==> config.mk <==
export PLATFORM = sky130hd
export DESIGN_NAME = imem_loader_flat
export DESIGN_NICKNAME = d
export VERILOG_FILES = /design/src/rtl/imem_loader_if.sv /design/src/rtl/imem_loader.sv /design/src/flat_wrapper.sv
export SDC_FILE = /design/constraint.sdc
export NUM_CORES = 1
export LEC_CHECK = 0
export BUFFER_PORTS_ARGS = -buffer_cell sky130_fd_sc_hd__buf_2
export CELL_PAD_IN_SITES_DETAIL_PLACEMENT = 1
export CELL_PAD_IN_SITES_GLOBAL_PLACEMENT = 1
export CORE_MARGIN = 5
export CORE_UTILIZATION = 39
export DETAILED_ROUTE_END_ITERATION = 8
export HOLD_SLACK_MARGIN = 0.06
export PLACE_DENSITY = 0.73
export REMOVE_ABC_BUFFERS = 1
export SETUP_SLACK_MARGIN = 0.15
export SYNTH_ARGS = -nofsm -noshare
export SYNTH_HDL_FRONTEND = slang
export SYNTH_SLANG_ARGS = --single-unit
==> constraint.sdc <==
create_clock -name clk -period 2.2 [get_ports clk]
set_clock_uncertainty 0.1 [all_clocks]
set_input_delay 0.11 -clock clk [delete_from_list [all_inputs] [get_ports clk]]
set_output_delay 0.11 -clock clk [all_outputs]
set_load 0.05 [all_outputs]
==> src/rtl/imem_loader_if.sv <==
// Byte-stream input and instruction-memory write bus of the instruction memory loader.
// The loader uses the slave modport; the byte source uses the master modport.
interface imem_loader_if;
    logic [7:0]  in_data;
    logic        in_valid;
    logic        in_ready;
    logic        mem_we;
    logic [31:0] mem_addr;
    logic [31:0] mem_wdata;

    modport slave (
        input  in_data, in_valid,
        output in_ready, mem_we, mem_addr, mem_wdata
    );

    modport master (
        output in_data, in_valid,
        input  in_ready, mem_we, mem_addr, mem_wdata
    );
endinterface

==> src/rtl/imem_loader.sv <==
// Assembles a length-prefixed little-endian byte stream into 32-bit words written to instruction memory.
// Optional trailer checksum byte is enabled by defining IMEM_LOADER_CHECKSUM_EN.
module imem_loader #(
    parameter logic [31:0] BASE_ADDR = 32'h0000_0000,
    parameter int          MAX_WORDS = 64
) (
    input  logic        clk,
    input  logic        reset,
    input  logic        start,
    imem_loader_if.slave bus,
    output logic        busy,
    output logic        done,
    output logic        err,
    output logic [15:0] words_loaded
);

    typedef enum logic [2:0] {
        S_IDLE, S_LEN_LO, S_LEN_HI, S_DATA, S_CSUM, S_DONE, S_ERR
    } state_t;

    localparam logic [15:0] MAX_W = 16'(MAX_WORDS);
`ifdef IMEM_LOADER_CHECKSUM_EN
    localparam state_t FINISH = S_CSUM;
`else
    localparam state_t FINISH = S_DONE;
`endif

    state_t      state_q, state_d;
    logic        in_ready_q, in_ready_d;
    logic        busy_q, busy_d;
    logic        done_q, done_d;
    logic        err_q, err_d;
    logic        mem_we_q, mem_we_d;
    logic [31:0] mem_addr_q, mem_addr_d;
    logic [31:0] mem_wdata_q, mem_wdata_d;
    logic [15:0] words_loaded_q, words_loaded_d;
    logic [15:0] len_q, len_d;
    logic [7:0]  len_lo_q, len_lo_d;
    logic [23:0] asm_q, asm_d;
    logic [1:0]  idx_q, idx_d;
`ifdef IMEM_LOADER_CHECKSUM_EN
    logic [7:0]  sum_q, sum_d;
`endif

    logic        xfer;
    logic [15:0] len_in;

    assign xfer   = in_ready_q & bus.in_valid;
    assign len_in = {bus.in_data, len_lo_q};

    always_comb begin
        state_d        = state_q;
        mem_we_d       = 1'b0;
        mem_addr_d     = mem_addr_q;
        mem_wdata_d    = mem_wdata_q;
        words_loaded_d = words_loaded_q;
        len_d          = len_q;
        len_lo_d       = len_lo_q;
        asm_d          = asm_q;
        idx_d          = idx_q;
`ifdef IMEM_LOADER_CHECKSUM_EN
        sum_d          = sum_q;
        if (xfer && (state_q == S_LEN_LO || state_q == S_LEN_HI || state_q == S_DATA))
            sum_d = sum_q + bus.in_data;
`endif

        case (state_q)
            S_IDLE, S_DONE, S_ERR: begin
                if (start) begin
                    state_d        = S_LEN_LO;
                    words_loaded_d = 16'd0;
                    mem_addr_d     = BASE_ADDR;
                    idx_d          = 2'd0;
`ifdef IMEM_LOADER_CHECKSUM_EN
                    sum_d          = 8'd0;
`endif
                end
            end
            S_LEN_LO: begin
                if (xfer) begin
                    len_lo_d = bus.in_data;
                    state_d  = S_LEN_HI;
                end
            end
            S_LEN_HI: begin
                if (xfer) begin
                    len_d = len_in;
                    if (len_in > MAX_W)
                        state_d = S_ERR;
                    else if (len_in == 16'd0)
                        state_d = FINISH;
                    else
                        state_d = S_DATA;
                end
            end
            S_DATA: begin
                if (xfer) begin
                    idx_d = idx_q + 2'd1;
                    // Bytes 0..2 shift in from the top so byte 0 ends up in the low lane.
                    if (idx_q == 2'd3) begin
                        mem_we_d       = 1'b1;
                        mem_wdata_d    = {bus.in_data, asm_q};
                        mem_addr_d     = BASE_ADDR + {14'd0, words_loaded_q, 2'b00};
                        words_loaded_d = words_loaded_q + 16'd1;
                        if (words_loaded_q + 16'd1 == len_q)
                            state_d = FINISH;
                    end else begin
                        asm_d = {bus.in_data, asm_q[23:8]};
                    end
                end
            end
`ifdef IMEM_LOADER_CHECKSUM_EN
            S_CSUM: begin
                if (xfer)
                    state_d = (8'(sum_q + bus.in_data) == 8'd0) ? S_DONE : S_ERR;
            end
`endif
            default: state_d = S_IDLE;
        endcase

        in_ready_d = (state_d == S_LEN_LO) || (state_d == S_LEN_HI) ||
                     (state_d == S_DATA)   || (state_d == S_CSUM);
        busy_d     = in_ready_d;
        done_d     = (state_d == S_DONE);
        err_d      = (state_d == S_ERR);
    end

    always_ff @(posedge clk or negedge reset) begin
        if (!reset) begin
            state_q        <= S_IDLE;
            in_ready_q     <= 1'b0;
            busy_q         <= 1'b0;
            done_q         <= 1'b0;
            err_q          <= 1'b0;
            mem_we_q       <= 1'b0;
            mem_addr_q     <= BASE_ADDR;
            mem_wdata_q    <= 32'd0;
            words_loaded_q <= 16'd0;
            len_q          <= 16'd0;
            len_lo_q       <= 8'd0;
            asm_q          <= 24'd0;
            idx_q          <= 2'd0;
`ifdef IMEM_LOADER_CHECKSUM_EN
            sum_q          <= 8'd0;
`endif
        end else begin
            state_q        <= state_d;
            in_ready_q     <= in_ready_d;
            busy_q         <= busy_d;
            done_q         <= done_d;
            err_q          <= err_d;
            mem_we_q       <= mem_we_d;
            mem_addr_q     <= mem_addr_d;
            mem_wdata_q    <= mem_wdata_d;
            words_loaded_q <= words_loaded_d;
            len_q          <= len_d;
            len_lo_q       <= len_lo_d;
            asm_q          <= asm_d;
            idx_q          <= idx_d;
`ifdef IMEM_LOADER_CHECKSUM_EN
            sum_q          <= sum_d;
`endif
        end
    end

    assign bus.in_ready  = in_ready_q;
    assign bus.mem_we    = mem_we_q;
    assign bus.mem_addr  = mem_addr_q;
    assign bus.mem_wdata = mem_wdata_q;
    assign busy          = busy_q;
    assign done          = done_q;
    assign err           = err_q;
    assign words_loaded  = words_loaded_q;

endmodule

==> src/flat_wrapper.sv <==
// flat-port wrapper written by rule: the top's interface ports become plain ports
module imem_loader_flat 
#(
    parameter logic [31:0] BASE_ADDR = 32'h0000_0000,
    parameter int          MAX_WORDS = 64
)
  (clk, reset, start, busy, done, err, words_loaded, bus_in_data, bus_in_valid, bus_in_ready, bus_mem_we, bus_mem_addr, bus_mem_wdata);
  imem_loader_if bus_i ();
  input  logic clk;
  input  logic reset;
  input  logic start;
  output logic busy;
  output logic done;
  output logic err;
  output logic [15:0] words_loaded;
  input wire logic [$bits(bus_i.in_data)-1:0] bus_in_data;
  input wire logic [$bits(bus_i.in_valid)-1:0] bus_in_valid;
  output wire logic [$bits(bus_i.in_ready)-1:0] bus_in_ready;
  output wire logic [$bits(bus_i.mem_we)-1:0] bus_mem_we;
  output wire logic [$bits(bus_i.mem_addr)-1:0] bus_mem_addr;
  output wire logic [$bits(bus_i.mem_wdata)-1:0] bus_mem_wdata;
  assign bus_i.in_data = bus_in_data;
  assign bus_i.in_valid = bus_in_valid;
  assign bus_in_ready = bus_i.in_ready;
  assign bus_mem_we = bus_i.mem_we;
  assign bus_mem_addr = bus_i.mem_addr;
  assign bus_mem_wdata = bus_i.mem_wdata;
  imem_loader #(.BASE_ADDR(BASE_ADDR), .MAX_WORDS(MAX_WORDS)) u_core (.clk(clk), .reset(reset), .start(start), .bus(bus_i), .busy(busy), .done(done), .err(err), .words_loaded(words_loaded));
endmodule
==> flow_metrics.py <==
metrics = {
    "run_status": {
        "status": "complete, but fails checks",
        "failed_checks": "setup timing",
    },
    "logic_synthesis": {
        "yosysUniqueCellTypes": 53,
        "synth_top_cell_by_area": "dfrtp_1",
        "synthCells": 547,
        "synth_seq_area_share_pct": 53.7,
        "synth_area_um2": 5640,
        "async_flop_share_pct": 100,
        "synth.avg_cell_area_um2": 10.3,
        "ys_warn_count": 0,
        "synth_top_area_share_pct": 53.7,
        "synthTopCellsByArea": "dfrtp_1 54%, nand2_1 9.9%, mux2_2 9.6%, o21ai_0 3.6%, buf_4 2.7%",
        "synthFlopType": "dfrtp_1",
        "synth-edff-count": 0,
        "ys_seq_elements": 121,
    },
    "clock_tree": {
        "cts_tree": "done",
        "numCtsBuffers": 17,
        "clk_path_buf_depth": 2,
        "clk_latency_ps": 420,
        "cts_root_buf": "clkbuf_16",
        "clock_sinks": 121,
        "clk_pin_slew_ps": 50,
        "cts_max_level": 4,
    },
    "final_layout": {
        "seq_area_um2": 3030,
        "fillers": 1632,
        "drive_above_1_share_pct": 35.8,
        "fin_util_pct": 51.4,
        "area_delta_synth_final_pct": 31.0,
        "multi_input_area_um2": 2390,
        "final_nets": 703,
        "antenna_cells": 0,
    },
    "floorplanning": {
        "io_pins": 97,
        "initial_core_util_pct": 39.2,
        "num_rows": 44,
        "die_h_um": 130,
        "core_area_um2": 14400,
        "fp.dieW_um": 130,
        "die_area_um2": 17000,
    },
    "detailed_routing": {
        "drt-total-wl_um": 16700,
        "detail-route-antenna-nets": 0,
        "wl_per_cell_um": 18.8,
        "first_pass_iters": 4,
        "drc": 0,
        "vias": 4523,
        "vias_per_cell": 5.11,
        "drtIter0Drc": 179,
    },
    "power_and_ir_drop": {
        "p_comb_share_pct": 34.2,
        "pwr-share-seq_pct": 35.6,
        "p_sw_share_pct": 37.1,
        "power_switching_w": 0.00366,
        "p_per_area_nw_per_um2": 1340,
        "p_leak_nw": 3.69,
        "peakVddDrop_uv": 763,
        "intPower_w": 0.00622,
        "pwr-share-clk_pct": 30.1,
    },
    "global_routing": {
        "grt_max_degree": 50,
        "overflow": 0,
        "grtUsageTotal_pct": 20.2,
        "grt_pass1_vias": 4891,
        "antenna_found_initial": 0,
        "grt_pass1_wl_um": 26200,
    },
    "placed_design": {
        "place_ws_ps": -215,
        "port_buffers": 80,
        "dpl.hpwl_um": 10600,
        "gp_congestion": 0.899,
    },
    "timing": {
        "period_needed_ps": 2370,
        "hold_violations": 0,
        "max_freq_ghz": 0.421,
        "relSlewSlack_pct": 63.8,
        "slew_viol_final": 0,
        "fin_hold_ws_ps": 114,
        "setup_viol": 4,
        "timing.final.crit_share_pct": 108,
        "fin_ws_ps": -173,
        "worstMarginPinSlew_ps": 543,
        "rsz0062_at_grt": "true",
    },
    "critical_path": {
        "worst_setup_path_start_kind": "flop",
        "crit_fanout": 5,
        "cp-end-kind": "flop",
        "rr_endpoint": "u_core.bus.in_ready",
        "worstRegToRegCells": 9,
        "rrSetupSlack_ps": -170,
        "critPathArrivalTime_ps": 2580,
        "criticalPathCategory": "flop to flop",
        "critical_path_required_ps": 2400,
        "r2r_start": "u_core.words_loaded[11]",
    },
    "hold_path": {
        "hp-class": "input pin to async pin",
    },
    "job": {
        "drv_cap": 0,
    },
}
==> power groups by stage <==
stage	logic, W	clock network, W	registers [W]
after global placement	0.00310	0	0.00348
after global routing	0.00365	0.00313	0.00361
after floorplan	0.00136	0	0.00433
final	0.00338	0.00298	0.00352
after detailed placement	0.00322	0	0.00352
after CTS	0.00329	0.00302	0.00351
==> layer usage <==
metal	share of wire, %	GRT usage [%]	up-vias
li1	-	-	2098
met1	43	25.5	2264
met2	49	33.5	121
met3	4.9	4.54	40
met4	2.6	8.86	0
met5	0	0	-
==> final cells by class <==
class,instances,share of cell area [%]
Clock buffer,24,6.52
Sequential cell,121,41.1
Timing Repair Buffer,158,14.8
Inverter,3,0.152
Multi-Input combinational cell,388,32.4
Tap cell,184,3.12
Clock inverter,7,1.90
==> what timing repair did <==
| action | in CTS | in global routing |
|---|---|---|
| cloned | 0 | 1 |
| pin swaps | 5 | 3 |
| buffers inserted | 4 | 4 |
| endpoints found under the setup margin | 17 | 33 |
| gates resized for setup | 13 | 8 |
| endpoints found under the hold margin | 157 | 0 |
| hold buffers | 11 | 0 |
==> state kept, by name (all words and copies together) (netlist names) <==
| register | count |
|---|---|
| u_core.bus.mem_wdata | 32 |
| u_core.asm_q | 24 |
| u_core.bus.mem_addr | 16 |
| u_core.len_q | 16 |
| u_core.words_loaded | 16 |
| u_core.len_lo_q | 8 |
| u_core.state_q | 3 |
| u_core.idx_q | 2 |
| u_core.bus.in_ready | 1 |
| u_core.bus.mem_we | 1 |
| u_core.done | 1 |
| u_core.err | 1 |
==> synthesized netlist by cell type, types with 4 or more instances <==
library cell / count
a21oi_1: 8
buf_4: 20
clkbuf_1: 15
and2_1: 5
nor2b_1: 4
o31ai_1: 4
mux2_2: 48
dfrtp_1: 121
nand3_1: 12
nand4_1: 6
xnor2_1: 13
xor2_1: 14
buf_1: 4
nand2_1: 149
nor2_1: 18
nor4_1: 5
buf_2: 5
o21ai_0: 41
==> layout by cell type, fill, tap and decap left out, types with 4 or more instances in the layout <==
master,count
buf_2,79
dfrtp_1,117
nand3_1,12
nor2_1,15
nor4_2,4
nand2_1,148
dfrtp_2,4
nand4_1,6
xor2_1,14
nor2b_1,4
buf_12,5
dlygate4sd3_1,11
and2_1,5
clkbuf_16,18
bufinv_16,4
o31ai_1,4
a21oi_1,8
conb_1,16
mux2_2,48
clkbuf_1,4
o21ai_0,41
xnor2_1,13
buf_4,62
==> cell families after synthesis <==
group,Yosys count,synth area share (%)
compound gates,72,7.63
xor+xnor,27,4.19
fa+ha+maj,2,0.444
buf+inv,53,6.17
flops,121,53.7
mux,48,9.59
other cells,1,0.0665
simple gates,223,18.2
==> worst max-delay path, stage by stage (launching register included) <==
cell and delay (ps):
dfrtp_2 410, nand4_1 140, buf_4 170, buf_4 140
nor4_2 180, buf_4 170, xnor2_1 140, nand3b_1 110
or4_4 560, o211a_1 130
==> worst max-delay path by stage <==
stage	endpoint	slack (ps)	startpoint
finish	u_core.bus.in_ready	-170	u_core.words_loaded[11]
global route	u_core.bus.in_ready	-260	u_core.words_loaded[11]
CTS	u_core.state_q[1]	-130	u_core.words_loaded[0]
detailed placement	u_core.bus.in_ready	-210	u_core.words_loaded[0]
global placement	u_core.bus.in_ready	-140	u_core.words_loaded[3]
floorplan	u_core.words_loaded[3]	-2100	u_core.bus.in_ready
==> metrics by stage <==
stage,cell area (µm²),instances,TNS (ps),total power [W]
floorplan,5360,512,-134950,0.00568
detailed placement,6480,834,-1520,0.00674
global placement,6480,834,-489,0.00658
CTS,7300,880,-373,0.00981
global route,7380,885,-790,0.0104
finish,7380,885,-412,0.00988
Note: power is estimated with default switching activity, not from simulation.
